File: src/rtl/imem_loader.sv
// imem_loader: fills instruction memory from a framed byte stream
// (16-bit word count, little-endian words, XOR checksum) and holds the
// processor in reset until a load has completed with a good checksum.
module imem_loader #(
    parameter int NUM_INST   = 128,
    parameter int REG_WIDTH  = 32,
    parameter int ADDR_WIDTH = $clog2(NUM_INST)
) (
    input  logic                  clk,
    input  logic                  rst,
    input  logic                  start,
    input  logic                  byte_valid,
    input  logic [7:0]            byte_data,
    output logic                  byte_ready,
    output logic                  imem_we,
    output logic [ADDR_WIDTH-1:0] imem_waddr,
    output logic [REG_WIDTH-1:0]  imem_wdata,
    output logic                  cpu_rstn,
    output logic                  busy,
    output logic                  done,
    output logic                  error
);

    typedef enum logic [2:0] {
        S_IDLE,
        S_LEN,
        S_DATA,
        S_CSUM,
        S_DONE,
        S_ERROR
    } state_t;

    state_t                state_q;
    logic [1:0]            byte_cnt_q;
    logic [15:0]           len_q;
    logic [ADDR_WIDTH-1:0] addr_q;
    logic [7:0]            csum_q;
    logic [23:0]           asm_q;      // low three bytes of the word being built
    logic                  imem_we_q;
    logic [ADDR_WIDTH-1:0] imem_waddr_q;
    logic [REG_WIDTH-1:0]  imem_wdata_q;
    logic                  cpu_rstn_q;
    logic                  done_q;
    logic                  error_q;

    logic                  accept;
    logic [15:0]           len_d;
    logic                  last_word;

    // The loader can take bytes only while a frame is in progress
    always_comb begin
        byte_ready = (state_q == S_LEN) || (state_q == S_DATA) || (state_q == S_CSUM);
        busy       = byte_ready;
        accept     = byte_valid && byte_ready;
        len_d      = {byte_data, len_q[7:0]};
        last_word  = (16'(addr_q) + 16'd1) == len_q;
    end

    assign imem_we    = imem_we_q;
    assign imem_waddr = imem_waddr_q;
    assign imem_wdata = imem_wdata_q;
    assign cpu_rstn   = cpu_rstn_q;
    assign done       = done_q;
    assign error      = error_q;

    // Frame parser FSM with registered memory-write and status outputs
    always_ff @(posedge clk or posedge rst) begin
        if (rst) begin
            state_q      <= S_IDLE;
            byte_cnt_q   <= 2'd0;
            len_q        <= 16'd0;
            addr_q       <= '0;
            csum_q       <= 8'd0;
            asm_q        <= 24'd0;
            imem_we_q    <= 1'b0;
            imem_waddr_q <= '0;
            imem_wdata_q <= '0;
            cpu_rstn_q   <= 1'b0;
            done_q       <= 1'b0;
            error_q      <= 1'b0;
        end else begin
            imem_we_q <= 1'b0;
            case (state_q)
                S_IDLE, S_DONE, S_ERROR: begin
                    if (state_q == S_IDLE) begin
                        cpu_rstn_q <= 1'b0;
                        done_q     <= 1'b0;
                        error_q    <= 1'b0;
                    end
                    if (start) begin
                        state_q    <= S_LEN;
                        byte_cnt_q <= 2'd0;
                        len_q      <= 16'd0;
                        addr_q     <= '0;
                        csum_q     <= 8'd0;
                        cpu_rstn_q <= 1'b0;
                        done_q     <= 1'b0;
                        error_q    <= 1'b0;
                    end
                end
                S_LEN: begin
                    if (accept) begin
                        csum_q <= csum_q ^ byte_data;
                        if (byte_cnt_q == 2'd0) begin
                            len_q[7:0] <= byte_data;
                            byte_cnt_q <= 2'd1;
                        end else begin
                            len_q      <= len_d;
                            byte_cnt_q <= 2'd0;
                            // oversize frames stop here so the address can never overrun
                            if (len_d > 16'(NUM_INST)) begin
                                state_q <= S_ERROR;
                                error_q <= 1'b1;
                            end else if (len_d == 16'd0) begin
                                state_q <= S_CSUM;
                            end else begin
                                state_q <= S_DATA;
                            end
                        end
                    end
                end
                S_DATA: begin
                    if (accept) begin
                        csum_q     <= csum_q ^ byte_data;
                        byte_cnt_q <= byte_cnt_q + 2'd1;
                        case (byte_cnt_q)
                            2'd0: asm_q[7:0]   <= byte_data;
                            2'd1: asm_q[15:8]  <= byte_data;
                            2'd2: asm_q[23:16] <= byte_data;
                            default: begin
                                imem_we_q    <= 1'b1;
                                imem_waddr_q <= addr_q;
                                imem_wdata_q <= {byte_data, asm_q};
                                addr_q       <= addr_q + 1'b1;
                                if (last_word) state_q <= S_CSUM;
                            end
                        endcase
                    end
                end
                S_CSUM: begin
                    if (accept) begin
                        if (byte_data == csum_q) begin
                            state_q    <= S_DONE;
                            done_q     <= 1'b1;
                            cpu_rstn_q <= 1'b1;
                        end else begin
                            state_q <= S_ERROR;
                            error_q <= 1'b1;
                        end
                    end
                end
                default: state_q <= S_IDLE;
            endcase
        end
    end

endmodule
File: config.mk
export PLATFORM = sky130hd
export DESIGN_NAME = imem_loader
export DESIGN_NICKNAME = d
export VERILOG_FILES = /design/src/rtl/imem_loader.sv
export SDC_FILE = /design/constraint.sdc
export NUM_CORES = 1
export LEC_CHECK = 0
export ABC_AREA = 1
export BUFFER_PORTS_ARGS = -buffer_cell sky130_fd_sc_hd__buf_2
export CORE_UTILIZATION = 64
export CTS_BUF_LIST = sky130_fd_sc_hd__clkbuf_8
export DETAILED_ROUTE_END_ITERATION = 10
export PLACE_DENSITY = 0.95
export SLEW_MARGIN = 10
export SYNTH_ARGS = -nofsm -noshare
export SYNTH_HDL_FRONTEND = slang
export SYNTH_SLANG_ARGS = --single-unit
File: constraint.sdc
create_clock -name clk -period 8.5 [get_ports clk]
set_input_delay 0 -clock clk [delete_from_list [all_inputs] [get_ports clk]]
set_output_delay 0 -clock clk [all_outputs]
set_load 0.05 [all_outputs]
==> metrics.md, run 1 <==
| Metric | Value |
|---|---|
| Clk_lat worst skew | approximately 0.39 ns |
| WL per Instance | 14.88 µm |
| Dpl hpwl | about 6.4 mm |
| Post-DP Area | 4868 µm² |
| Total gr overflow | 0 |
| Number of remaining DRC errors | 0 |
| Setup TNS | 0 ns |
| CTS tree | yes |
| Placed insts | about 650 |
| Syn_nets | 530 |
| Req. time, crit path | 8.77 ns |
| Critical-path maximum fanout | slightly below 60 |
| Cell Rows | 30 |
| Total track usage | 0.2880 |
| Reg2reg end | imem_waddr[0] |
| Startpoint Class | register |
| Post-synthesis instance total | 513 |
| Ant. Diodes | 0 |
| Fmax | around 370 MHz |
| Setup Buffers After CTS | 0 |
| Finished Layout Cells | 680 |
| Global routing's busiest layer | met2 |
| CTS buffer count | 9 |
| Met3 usage | 0.04620 |
| Reg2reg path depth | 8 |
| R2R Setup Slk | roughly 5.8 ns |
| Final net count | ~600 |
| Vias per inst | roughly 5.6 |
| Vias | between 3k and 4k |
| Yosys cell types | 34 |
| Crit end category | register |
| Total of max-cap violations | 0 |
| Worst-path clk slew | 0.12 ns |
| IO Pins | 57 |
| Final min period | about 2.7 ns |
| Worst VDD drop | between 200 and 300 µV |
| Clock skew | around 0.019 ns |
| Setup CP Type | reg -> reg |
| Leak | 2.748 nW |
| Clock Path Buffers | 2 |
| Post-synthesis sequential area ratio | 0.5643 |
| Met2 usage | 0.4560 |
| Final slew viol count | 0 |
| Fin. Hold Viols | 0 |
| Die Y | 86.07 µm |
| Post-cts resize count | 0 |
| Avg Inst Size Synth | just under 9 µm² |
| Initial antenna violation count | 0 |
| Vias in the first global route | between 3k and 4k |
| Core Area | slightly below 7000 µm² |
| Fillers | 428 |
| Synthesized area | 4523 µm² |
| DRT iter0 DRCs | 280 |
| Port Buffers | 56 |
| Final period util | 0.3166 |
| Die Width | 86.07 µm |
| H-tree level count | 3 |
| Synth-to-layout area growth | 14.33% |
| GP Congestion | 0.8885 |
| Clock sink total | slightly above 100 |
| DR pass1 iterations | 6 |
| Worst-margin pin slew | roughly 0.90 ns |
| Status | finished, final reports clean |
| Routed Antenna Nets | 0 |
| CP arrival | approximately 3.0 ns |
| Synth Register Bits | roughly 100 |
| Hold_buf cts | 11 |
| Die ar. | roughly 7400 µm² |
| Final setup vio count | 0 |
| RSZ-0062 raised after global routing | no |
| Number of warnings issued by yosys | 0 |
| Worst min-delay path category | in -> async |
| Largest net degree at the start of global routing | 73 |
| Final wirelength | 10.12 mm |
| Power Density | between 300 and 400 nW/µm² |
| Layout Cell Area excl Fill | 5171 µm² |
| RR Startpoint | state_q[1] |
| Met1 Resource Use GR | 0.3898 |
| Share of cells above drive strength 1 | 0.1747 |
| First-pass GRT wire length | between 15 and 20 mm |
| Root buffer cell | clkbuf_8 |
| Starting Density | 0.6657 |
| Worst relative slew slack | 0.3993 |
==> through the flow <==
step	hold WS, ns	util	total power (W)	worst slack [ns]
detailed placement	0.01063	0.7166	0.001297	5.869
floorplan	0.1731	-	0.001174	5.825
global placement	0.004769	0.7166	0.001265	5.974
finish	0.1257	0.7611	0.001612	5.809
CTS	0.1424	0.7611	0.001602	5.822
global route	0.1946	0.7611	0.001698	5.590
==> report_power, final <==
group          internal (W)  total (W)  leakage (nW)  switching (W)
logic              0.000197   0.000623          1.27       0.000426
clock network      0.000113   0.000297        0.0907       0.000184
registers          0.000610   0.000692          1.38      0.0000812
total              0.000920    0.00161          2.75       0.000692
==> cells by family (layout without fill, tap and decap cells) <==
logic type                 Yosys count  count (layout)  synth area share
xor gates and xnor gates             9               9           0.01743
AOI/OAI and AO/OA                   75              75           0.09433
muxes                                8               8           0.01992
DFF                                102             102            0.5643
buffers and inverters               63             134           0.05671
and+or+nand+nor                    251             251            0.2335
adders and majority gates            5               5           0.01383
==> Yosys cell counts (all sizes together) <==
cell type | n | share of area
a211oi | 1 | 0.0028
a21oi | 3 | 0.0083
a31o | 1 | 0.0019
a31oi | 2 | 0.0028
and2 | 2 | 0.0028
buf | 8 | 0.011
clkbuf | 6 | 0.0050
clkinv | 1 | 0.00083
dfrtp | 102 | 0.56
ha | 5 | 0.014
inv | 48 | 0.040
mux2 | 8 | 0.020
nand2 | 189 | 0.16
nand3 | 23 | 0.029
nand4 | 5 | 0.0069
nor2 | 29 | 0.027
nor3 | 3 | 0.0069
o2111a | 1 | 0.0025
o21a | 1 | 0.0017
o21ai | 61 | 0.067
o22ai | 5 | 0.0069
xnor2 | 8 | 0.015
xor2 | 1 | 0.0019
==> per-layer routing <==
layer	vias up	part of all wire	routed length, µm
li1	1759	-	-
met1	1815	0.43	4301
met2	185	0.48	4855
met3	31	0.066	672
met4	0	0.028	286
met5	-	0	0
==> state kept, by name, summed over array words and instances, names as in the netlist <==
name,cells
addr_q,7
error,1
imem_waddr,7
state_q,3
imem_wdata,32
done,1
len_q,16
imem_we,1
csum_q,8
asm_q,24
byte_cnt_q,2
==> worst max-delay path by stage <==
stage          startpoint            end  slack, ns  cells past startpoint
2_1_floorplan         rst      addr_q[0]       5.82                      1
3_3_place_gp   state_q[1]  imem_waddr[0]       5.97                      8
3_5_place_dp   state_q[1]  imem_waddr[0]       5.87                      8
4_1_cts        state_q[1]  imem_waddr[0]       5.82                      8
5_1_grt        state_q[1]  imem_waddr[0]       5.59                      8
6_report       state_q[1]  imem_waddr[0]       5.81                      8
==> critical path, cell delays in order (launching register included) <==
cell	delay (ns)
dfrtp_1	0.45
inv_2	0.16
nor3_4	0.06
nand2_1	0.13
inv_2	0.08
nand2_1	0.06
buf_4	0.44
clkinv_1	0.76
o21a_1	0.42
==> area by class of cell <==
class	count	area, µm²	area share
Inverter	49	186.4	0.03605
Clock inverter	7	68.82	0.01331
Tap cell	96	120.1	0.02323
Clock buffer	9	123.9	0.02395
Multi-Input combinational cell	348	1714	0.3315
Sequential cell	102	2552	0.4936
Timing Repair Buffer	69	405.4	0.07839
==> cells in the final DEF (no fill, tap or decap), drive strengths merged <==
| cell type | n |
|---|---|
| dlygate4sd3 | 11 |
| dfrtp | 102 |
| o21ai | 61 |
| xnor2 | 8 |
| nor3 | 3 |
| buf | 58 |
| nand2 | 189 |
| a211oi | 1 |
| mux2 | 8 |
| ha | 5 |
| nor2 | 29 |
| nand4 | 5 |
| clkinvlp | 2 |
| clkinv | 4 |
| o2111a | 1 |
| a21oi | 3 |
| o22ai | 5 |
| xor2 | 1 |
| inv | 50 |
| nand3 | 23 |
| and2 | 2 |
| a31o | 1 |
| o21a | 1 |
| a31oi | 2 |
| clkbuf | 9 |
Power figures use the tool's default switching activity.
==> run 2, diff against run 1 <==
Settings changed: CORE_UTILIZATION 64 to 54, PLACE_DENSITY 0.95 to 0.86.
Clock period 8.5 ns to 2.3 ns, I/O delays scaled along.
==> run 2 against run 1 <==
Effect of this change: first-iteration DRC count shrank 23%; non-clock buffer count is 1 higher; sequential power rose to 3.7 times the previous value; fmax rose by 41%; die area grew 18%; sequential share of layout area fell by 0.33 points; via count shrank 1.2%; register-to-register slack lost 5.4 ns; highest routed layer unchanged; hold slack got worse by 0.10 ns.
==> metrics.md, run 2 (synthesized netlist as in run 1, its figures left out) <==
| Metric | Value |
|---|---|
| Post-layout util | 0.6368 (-0.1243) |
| Final net count | 597 (+0.17%) |
| Final setup vio count | 0 (unchanged) |
| Fin. Hold Viols | 0 (unchanged) |
| Routed Antenna Nets | 0 (unchanged) |
| Worst min-delay path category | in -> reg |
| Share of cells above drive strength 1 | 0.1778 (+0.003120) |
| RSZ-0062 raised after global routing | no |
| Clock Path Buffers | 2 (unchanged) |
| CTS tree | yes |
| Most common cell after layout, fill and taps aside | nand2_1 |
| Core Area | 8175 µm² (+20%) |
| Power Density | 1147 nW/µm² (+270%) |
| DRT iter0 DRCs | 216 (-23%) |
| Fmax | 522.9 MHz (+41%) |
| DR pass1 iterations | 5 (-1) |
| Vias in the first global route | 3537 (+2.3%) |
| Vias | 3746 (-1.2%) |
| Status | finished, final reports clean |
| Post-DP Area | 4908 µm² (+0.82%) |
| CP max stage cell | dfrtp_1 |
| Critical-path maximum fanout | 10 (-83%) |
| Req. time, crit path | 2.55 ns (-6.22 ns) |
| CP max stage delay | 0.43 ns (-0.33 ns) |
| Setup CP Type | reg -> reg |
| Largest net degree at the start of global routing | 61 (-16%) |
| Number of remaining DRC errors | 0 (unchanged) |
| Clock sink total | 102 (unchanged) |
| Vias per inst | 5.429 (-2.6%) |
| Final period util | 0.8315 (+0.5149) |
| Ant. Diodes | 0 (unchanged) |
| CP arrival | 2.16 ns (-0.80 ns) |
| Initial antenna violation count | 0 (unchanged) |
| Worst VDD drop | 1101 µV (+300%) |
| RR Startpoint | state_q[0] |
| Max FFs per register | 32 (unchanged) |
| Worst setup path end | len_q[15] |
| Total gr overflow | 0 (unchanged) |
| Crit path from | state_q[0] |
| R2R Setup Slk | 0.39 ns (-5.42 ns) |
| Post-cts resize count | 0 (unchanged) |
| Total track usage | 0.2469 (-0.04105) |
| Crit-path cells | inv_1 -> nor2_4 -> nand2_2 -> inv_2 -> nand2_2 -> nand3_2 -> nor2_4 -> mux2_2 |
| Leak | 2.766 nW (+0.66%) |
| Worst-margin pin slew | 0.7270 ns (-0.1741 ns) |
| Worst-path clk slew | 0.11 ns (about the same) |
| Layout Cell Area excl Fill | 5206 µm² (+0.68%) |
| Starting Density | 0.5533 (-0.1125) |
| CTS buffer count | 9 (unchanged) |
| Clock skew | 0.02320 ns (+0.004324 ns) |
| Worst hold slack | 0.02347 ns (-0.1022 ns) |
| Dpl hpwl | 6.743 mm (+5.0%) |
| Final slew viol count | 0 (unchanged) |
| Die Y | 93.52 µm (+8.7%) |
| Clk_lat worst skew | 0.38 ns (about the same) |
| Worst relative slew slack | 0.5153 (+0.1161) |
| Final min period | 1.912 ns (-0.7785 ns) |
| Reg2reg end | len_q[15] |
| GP Congestion | 0.8993 (+1.2%) |
| First-pass GRT wire length | 16.70 mm (+2.5%) |
| Root buffer cell | clkbuf_8 |
| Die Width | 93.52 µm (+8.7%) |
| Reg2reg path depth | 8 (unchanged) |
| Final wirelength | 10.02 mm (-0.93%) |
| Synth-to-layout area growth | 15.10% |
| IO Pins | 57 (unchanged) |
| Total power | 0.005970 W (+270%) |
| WL per Instance | 14.53 µm (-2.4%) |
| Port Buffers | 56 (unchanged) |
| Startpoint Class | register |
| Cell Rows | 33 (+10%) |
| Commonest cells after routing, fill and taps aside | 185 x nand2_1, 102 x dfrtp_1, 56 x buf_2 |
| Setup Buffers After CTS | 0 (unchanged) |
| H-tree level count | 3 (unchanged) |
| Setup TNS | 0 ns (unchanged) |
| Die ar. | 8746 µm² (+18%) |
| Crit end category | register |
| Total of max-cap violations | 0 (unchanged) |
==> run 2: layout make-up <==
type                            instances  area (µm²)
Timing Repair Buffer                   70       422.9
Multi-Input combinational cell        348        1714
Fill cell                             659        2969
Clock inverter                          7       73.82
Clock buffer                            9       123.9
Sequential cell                       102        2552
Tap cell                              105       131.4
Inverter                               49       187.7
==> run 2: worst max-delay path: cells and delay by family (launching register included) <==
kind,cells,cell delay [ns]
DFF,1,0.43
muxes,1,0.37
buffers and inverters,2,0.21
and+or+nand+nor,5,0.80
==> run 2: how the worst min path moves through the flow <==
stage | from | endpoint | slack (ns) | cells past startpoint
floorplan | byte_valid | done | 0.17 | 2
global placement | rst | imem_wdata[21] | -0.12 | 2
detailed placement | rst | imem_wdata[21] | -0.11 | 2
CTS | byte_valid | done | 0.005 | 3
global route | byte_valid | csum_q[3] | 0.03 | 3
finish | byte_valid | done | 0.02 | 3
==> run 2: report_power, final <==
group          internal (W)  switching [W]
registers           0.00226       0.000300
logic              0.000725        0.00157
clock network      0.000428       0.000687
==> run 2: stage by stage <==
| step | std cells | setup slack (ns) |
|---|---|---|
| after floorplan | 513 | 0.6012 |
| after global placement | 664 | 0.5075 |
| after detailed placement | 664 | 0.4229 |
| after CTS | 690 | 0.4129 |
| after global routing | 690 | 0.2360 |
| final | 690 | 0.3876 |
==> run 2: timing repair <==
item | CTS | global route
setup endpoints to repair | 0 | 0
endpoints found under the hold margin | 111 | 0
hold buffers | 10 | 0
==> run 2: per-layer routing <==
| layer | vias to the layer above | share of wire | global-route usage |
|---|---|---|---|
| li1 | 1778 | - | - |
| met1 | 1795 | 0.44 | 0.3285 |
| met2 | 145 | 0.48 | 0.3983 |
| met3 | 28 | 0.055 | 0.04146 |
| met4 | 0 | 0.031 | 0.1103 |
| met5 | - | 0 | 0 |
